===== config.mk =====
export PLATFORM = sky130hd
export DESIGN_NAME = l2_evict_write_buffer
export DESIGN_NICKNAME = d
export VERILOG_FILES = /design/src/rtl/l2_evict_write_buffer.sv
export SDC_FILE = /design/constraint.sdc
export NUM_CORES = 1
export LEC_CHECK = 0
export ABC_AREA = 1
export BUFFER_PORTS_ARGS = -buffer_cell sky130_fd_sc_hd__buf_4
export CAP_MARGIN = 20
export CORE_AREA = 10 10 423 425
export CTS_CLUSTER_SIZE = 24
export DETAILED_ROUTE_END_ITERATION = 8
export DIE_AREA = 0 0 433 435
export HOLD_SLACK_MARGIN = 0.1
export MAX_ROUTING_LAYER = met4
export SYNTH_ARGS = -nofsm -noshare
export SYNTH_HDL_FRONTEND = slang
export SYNTH_SLANG_ARGS = --single-unit

===== constraint.sdc =====
create_clock -name clk -period 13.5 [get_ports clk]
set_input_delay 2.7 -clock clk [delete_from_list [all_inputs] [get_ports clk]]
set_output_delay 2.7 -clock clk [all_outputs]
set_load 0.03 [all_outputs]

===== src/rtl/l2_evict_write_buffer.sv =====
// -----------------------------------------------------------------------------
// l2_evict_write_buffer
//
// Eviction write buffer between the L2 controller's physical-memory port and
// physical memory. Dirty-line writebacks from L2 complete in the cycle they are
// presented. The line is parked in a small circular FIFO and drained to memory
// whenever the L2 port is idle. L2 line reads are forwarded to memory. They are
// kept coherent with the parked lines either by draining first (default) or by
// serving hits directly from the buffer (EWB_READ_FWD_EN).
//
// Optional feature macro: EWB_READ_FWD_EN
//   defined   : L2 reads that hit a buffered line return it immediately; misses
//               go straight to memory even if lines remain buffered.
//   undefined : L2 reads first drain the whole buffer, then go to memory.
//
// Ports
//   clk, rst_n        clock, asynchronous active-low reset
//   l2_pmem_read      L2 line read request (held until l2_pmem_resp)
//   l2_pmem_write     L2 writeback request (held until l2_pmem_resp)
//   l2_pmem_address   L2 request address (offset bits ignored)
//   l2_pmem_wdata     writeback line
//   l2_pmem_rdata     read line to L2, valid with l2_pmem_resp
//   l2_pmem_resp      one-cycle completion pulse to L2
//   ewb_stall         L2 must not start a new miss sequence
//   pmem_read/write   memory requests (never both high)
//   pmem_address      line-aligned memory address
//   pmem_wdata        drained line
//   pmem_rdata        memory read data
//   pmem_resp         memory completion
// -----------------------------------------------------------------------------
module l2_evict_write_buffer #(
  parameter int DEPTH    = 2,
  parameter int LINE_W   = 256,
  parameter int ADDR_W   = 32,
  parameter int OFFSET_W = 5
) (
  input  logic              clk,
  input  logic              rst_n,
  input  logic              l2_pmem_read,
  input  logic              l2_pmem_write,
  input  logic [ADDR_W-1:0] l2_pmem_address,
  input  logic [LINE_W-1:0] l2_pmem_wdata,
  output logic [LINE_W-1:0] l2_pmem_rdata,
  output logic              l2_pmem_resp,
  output logic              ewb_stall,
  output logic              pmem_read,
  output logic              pmem_write,
  output logic [ADDR_W-1:0] pmem_address,
  output logic [LINE_W-1:0] pmem_wdata,
  input  logic [LINE_W-1:0] pmem_rdata,
  input  logic              pmem_resp
);

  localparam int PTR_W = $clog2(DEPTH);
  localparam int CNT_W = PTR_W + 1;
  localparam int TAG_W = ADDR_W - OFFSET_W;

  typedef enum logic [1:0] {
    IDLE   = 2'd0,
    RD_FWD = 2'd1,
    DRAIN  = 2'd2
  } state_t;

  state_t state_q, state_d;

  logic [DEPTH-1:0]  valid_q;
  logic [TAG_W-1:0]  tag_q  [DEPTH];
  logic [LINE_W-1:0] data_q [DEPTH];
  logic [PTR_W-1:0]  head_q, tail_q;
  logic [CNT_W-1:0]  count;
  logic [TAG_W-1:0]  rd_tag_q;

  logic [TAG_W-1:0]  req_tag;
  logic              hit;
  logic [PTR_W-1:0]  hit_idx;
  logic              full, empty;

  logic              do_push, do_coalesce, do_pop, load_rd_tag;
  logic              resp_c;
  logic [LINE_W-1:0] rdata_c;

  // The offset bits of the L2 address carry no meaning for a line buffer.
  logic unused_offset;
  assign unused_offset = ^l2_pmem_address[OFFSET_W-1:0];

  assign req_tag = l2_pmem_address[ADDR_W-1:OFFSET_W];
  assign full    = (count == CNT_W'(DEPTH));
  assign empty   = (count == '0);

  // Tags in the buffer are unique because every write to a buffered line
  // coalesces, so at most one entry can match.
  always_comb begin
    // NOTE: every signal driven here gets a default first, so no path leaves
    // it unassigned and no latch is inferred.
    hit     = 1'b0;
    hit_idx = '0;
    for (int i = 0; i < DEPTH; i++) begin
      if (!hit && valid_q[i] && (tag_q[i] == req_tag)) begin
        hit     = 1'b1;
        hit_idx = PTR_W'(i);
      end
    end
  end

  always_comb begin
    state_d      = state_q;
    do_push      = 1'b0;
    do_coalesce  = 1'b0;
    do_pop       = 1'b0;
    load_rd_tag  = 1'b0;
    resp_c       = 1'b0;
    rdata_c      = '0;
    pmem_read    = 1'b0;
    pmem_write   = 1'b0;
    pmem_address = '0;
    pmem_wdata   = '0;

    unique case (state_q)
      IDLE: begin
        // A simultaneous read and write is illegal from L2; the write wins.
        if (l2_pmem_write) begin
          if (hit) begin
            do_coalesce = 1'b1;
            resp_c      = 1'b1;
          end else if (!full) begin
            do_push = 1'b1;
            resp_c  = 1'b1;
          end
        end else if (l2_pmem_read) begin
`ifdef EWB_READ_FWD_EN
          if (hit) begin
            resp_c  = 1'b1;
            rdata_c = data_q[hit_idx];
          end else begin
            state_d     = RD_FWD;
            load_rd_tag = 1'b1;
          end
`else
          // Memory must hold every buffered line before the read is issued.
          if (!empty) begin
            state_d = DRAIN;
          end else begin
            state_d     = RD_FWD;
            load_rd_tag = 1'b1;
          end
`endif
        end else if (!empty) begin
          state_d = DRAIN;
        end
      end

      DRAIN: begin
        // Head does not move until pmem_resp, so these stay stable.
        pmem_write   = 1'b1;
        pmem_address = {tag_q[head_q], {OFFSET_W{1'b0}}};
        pmem_wdata   = data_q[head_q];
        if (pmem_resp) begin
          do_pop  = 1'b1;
          state_d = IDLE;
        end
      end

      RD_FWD: begin
        pmem_read    = 1'b1;
        pmem_address = {rd_tag_q, {OFFSET_W{1'b0}}};
        if (pmem_resp) begin
          resp_c  = 1'b1;
          rdata_c = pmem_rdata;
          state_d = IDLE;
        end
      end

      default: state_d = IDLE;
    endcase
  end

  // L2 may be holding a request while reset is asserted; keep the response
  // path quiet so every output reads zero during reset.
  assign l2_pmem_resp  = rst_n & resp_c;
  assign l2_pmem_rdata = rst_n ? rdata_c : '0;
  assign ewb_stall     = full | (state_q != IDLE);

  always_ff @(posedge clk or negedge rst_n) begin
    // NOTE: sequential state uses non-blocking assignments so every register
    // samples the pre-edge values, independent of statement order.
    if (!rst_n) begin
      state_q  <= IDLE;
      valid_q  <= '0;
      head_q   <= '0;
      tail_q   <= '0;
      count    <= '0;
      rd_tag_q <= '0;
    end else begin
      state_q <= state_d;
      if (load_rd_tag) rd_tag_q <= req_tag;
      // Push happens only in IDLE and pop only in DRAIN, never together.
      if (do_push) begin
        valid_q[tail_q] <= 1'b1;
        tail_q          <= tail_q + PTR_W'(1);
        count           <= count + CNT_W'(1);
      end
      if (do_pop) begin
        valid_q[head_q] <= 1'b0;
        head_q          <= head_q + PTR_W'(1);
        count           <= count - CNT_W'(1);
      end
    end
  end

  // NOTE: tag/data storage has no reset; an entry is only ever looked at
  // while its valid bit (which is reset) is set.
  always_ff @(posedge clk) begin
    if (do_push) begin
      tag_q[tail_q]  <= req_tag;
      data_q[tail_q] <= l2_pmem_wdata;
    end else if (do_coalesce) begin
      data_q[hit_idx] <= l2_pmem_wdata;
    end
  end

endmodule


==> results.ini <==
[run_status]
status = complete, no violations

[global_route]
grt-ovfl-total = 0
grt_start_max_net_pins = 173
track_usage = 0.1222
antenna_found_initial = 47
grt_pass1_wl_microns = 161700
grt_pass1_vias = 21478

[timing]
final.setup.tns_ns = 0
drv_slew = 0
fin_crit_ns = 8.085
finClkSkew_ns = 0.03943
slew_headroom = 0.1482
grt_setup_unrepaired = false
fmax_mhz = 123.7
hold_ws_ns = 0.4852
worstMarginPinSlew_ns = 1.278
setup_viol = 0
hold_viol_final = 0
fin_crit_sh = 0.5989

[worst_setup_path]
arrival_ns = 5.38
max_stage_delay_ns = 0.89
cp.buffers_inverters = 4
startpoint_type = primary input
crit_fanout = 130
crit_top_cell = buf_4
cp_data_required_time_ns = 10.80
crit_family = buffers and inverters
path_cells = buf_4 -> nand3_4 -> buf_12 -> buf_4 -> nor2_1 -> buf_4
cp-end-kind = primary output
criticalPathCategory = in -> out
cp_slowest_cell = buf_4

[placed_design]
gp_congestion = 1.002
io_buffers = 1086
dp_hpwl_microns = 91340
dp_cells = 5685

[clocking]
path_clk_slew_ns = 0.06
hold_buffers = 0
post_cts_resized = 0
clockBufferDepth = 3
cts_tree = yes
htree_levels = 3
numCtsBuffers = 69
cts_setup_buffers = 0
cts_root_buffer = clkbuf_16
cts_sinks = 601
clk_latency_ns = 0.67

[logic_synthesis]
synthTopCellsByCount = 792 x nor2_1, 566 x edfxtp_1, 330 x inv_1
synth_edf_count = 566
ys_top_cells_by_area = edfxtp_1 66%, nor2_1 12%, o21ai_0 6.0%
netlist_area_sq_um = 25730
yosys_warnings = 0
async_reset_ff_frac = 0.05824
ys.flop_type = edfxtp_1
synth_top_area_cell = edfxtp_1
synth_cells = 2481
ys_types = 30
synth.most_common_cell = nor2_1
synth-seq-cells = 601
syn_area_per_cell_sq_um = 10.37
synth_seq_area_share = 0.6945
synth_top_area_share = 0.6605

[routing]
wire_per_inst_microns = 20.46
dr.first_iter.drc_count = 1394
ant_nets = 0
route.vias.total = 21363
vias_per_cell = 3.651
drt_wl_total_microns = 119700
drc = 0
drtPass1Iterations = 5

[floorplanning]
initial_core_util = 0.1508
core_sq_um = 170600
die_x_microns = 433
ioPinCount = 1097
die_area_sq_um = 188400
die_y_microns = 435
num_rows = 152

[final_layout]
fin_nets = 4075
fillers = 18374
synthToLayoutAreaGrowth_pct = 50.08
finalNonFillerCells = 5851
drive_gt1_frac = 0.3457

[pwr]
power_density_nw_per_um2 = 205.1
max-vdd-ir-drop_mv = 0.1431
finalPower_mw = 7.922
leakagePower_nw = 16.83

[hold_path]
holdCritPathClass = reg -> reg

[flow_run]
drv_cap = 0

[layout make-up]
| class | instances | area (sq um) | share of cell area |
|---|---|---|---|
| Sequential cell | 601 | 17880 | 0.4629 |
| Antenna cell | 40 | 100.1 | 0.002592 |
| Clock buffer | 85 | 1797 | 0.04652 |
| Tap cell | 2233 | 2794 | 0.07235 |
| Timing Repair Buffer | 1105 | 8358 | 0.2164 |
| Multi-Input combinational cell | 1401 | 5998 | 0.1553 |
| Clock inverter | 41 | 394.1 | 0.01021 |
| Inverter | 345 | 1303 | 0.03373 |
[cells in the final DEF (no fill, tap or decap), types with 4 or more instances in the layout]
cell type	synthesis	layout
inv_2	11	10
xnor2_1	13	13
o21ai_0	309	309
clkbuf_16	0	69
inv_1	330	330
dfrtp_1	35	34
a21oi_1	60	59
xor2_1	7	7
nand4_1	6	6
nand3_1	5	4
nand2_1	178	178
clkbuf_1	74	15
buf_12	0	5
diode_2	0	40
edfxtp_1	566	566
inv_6	0	5
nor2_1	792	792
conb_1	1	5
nor2_2	6	5
clkinv_2	0	13
clkinv_1	4	13
buf_4	10	1100
[state kept, by name (all words and copies together), names as in the netlist]
signal	cells
data_q	512
tag_q	54
rd_tag_q	27
count	2
state_q	2
valid_q	2
head_q	1
tail_q	1
[worst paths after layout]
check / from / to / slack, ns / depth (start not counted)
max in group asynchronous: rst_n / head_q$_DFFE_PN0P_ / 11.02 / 1
setup reg to reg: tag_q[1][2]$_DFFE_PP_ / data_q[1][156]$_DFFE_PP_ / 9.02 / 14
min in group asynchronous: rst_n / rd_tag_q[15]$_DFFE_PN0P_ / 2.03 / 1
hold reg to reg: rd_tag_q[8]$_DFFE_PN0P_ / rd_tag_q[8]$_DFFE_PN0P_ / 0.49 / 2
setup / recovery: rst_n / l2_pmem_rdata[211] / 5.42 / 6
hold / removal: rd_tag_q[8]$_DFFE_PN0P_ / rd_tag_q[8]$_DFFE_PN0P_ / 0.49 / 2
[tightest hold or removal path, stage by stage, from the launching register on]
cell,delay [ns]
dfrtp_1,0.34
nand2_1,0.05
o21ai_0,0.06
[logic make-up after synthesis]
family	Yosys count	synth area share
compound gates	376	0.07357
xor+xnor	20	0.006807
fa+ha+maj	3	0.001459
buf+inv	483	0.07454
flops	601	0.6945
mux	3	0.001313
other cells	1	0.0001457
simple gates	994	0.1476
[report_power, final]
group	switching [mW]	total [mW]	internal [mW]	leakage (nW)
clock	0.800	1.81	1.01	1.06
combinational	2.46	3.45	0.991	10.1
sequential	0.128	2.66	2.53	5.63
total	3.39	7.92	4.53	16.8
[layer usage]
layer	track usage	vias up	part of all wire
met4	0.04297	0	0.033
met2	0.2211	814	0.53
met3	0.04941	140	0.084
met1	0.1163	10241	0.35
met5	-	-	0
li1	-	10168	-
[through the flow]
stage | instance area [sq um] | setup slack [ns] | util
4_1_cts | 38520 | 5.446 | 0.2258
5_1_grt | 38620 | 5.193 | 0.2264
3_3_place_gp | 36330 | 5.553 | 0.2130
2_1_floorplan | 25750 | 2.329 | -
3_5_place_dp | 36330 | 5.445 | 0.2130
6_report | 38620 | 5.415 | 0.2264
Note: power is estimated with default switching activity, not from simulation.
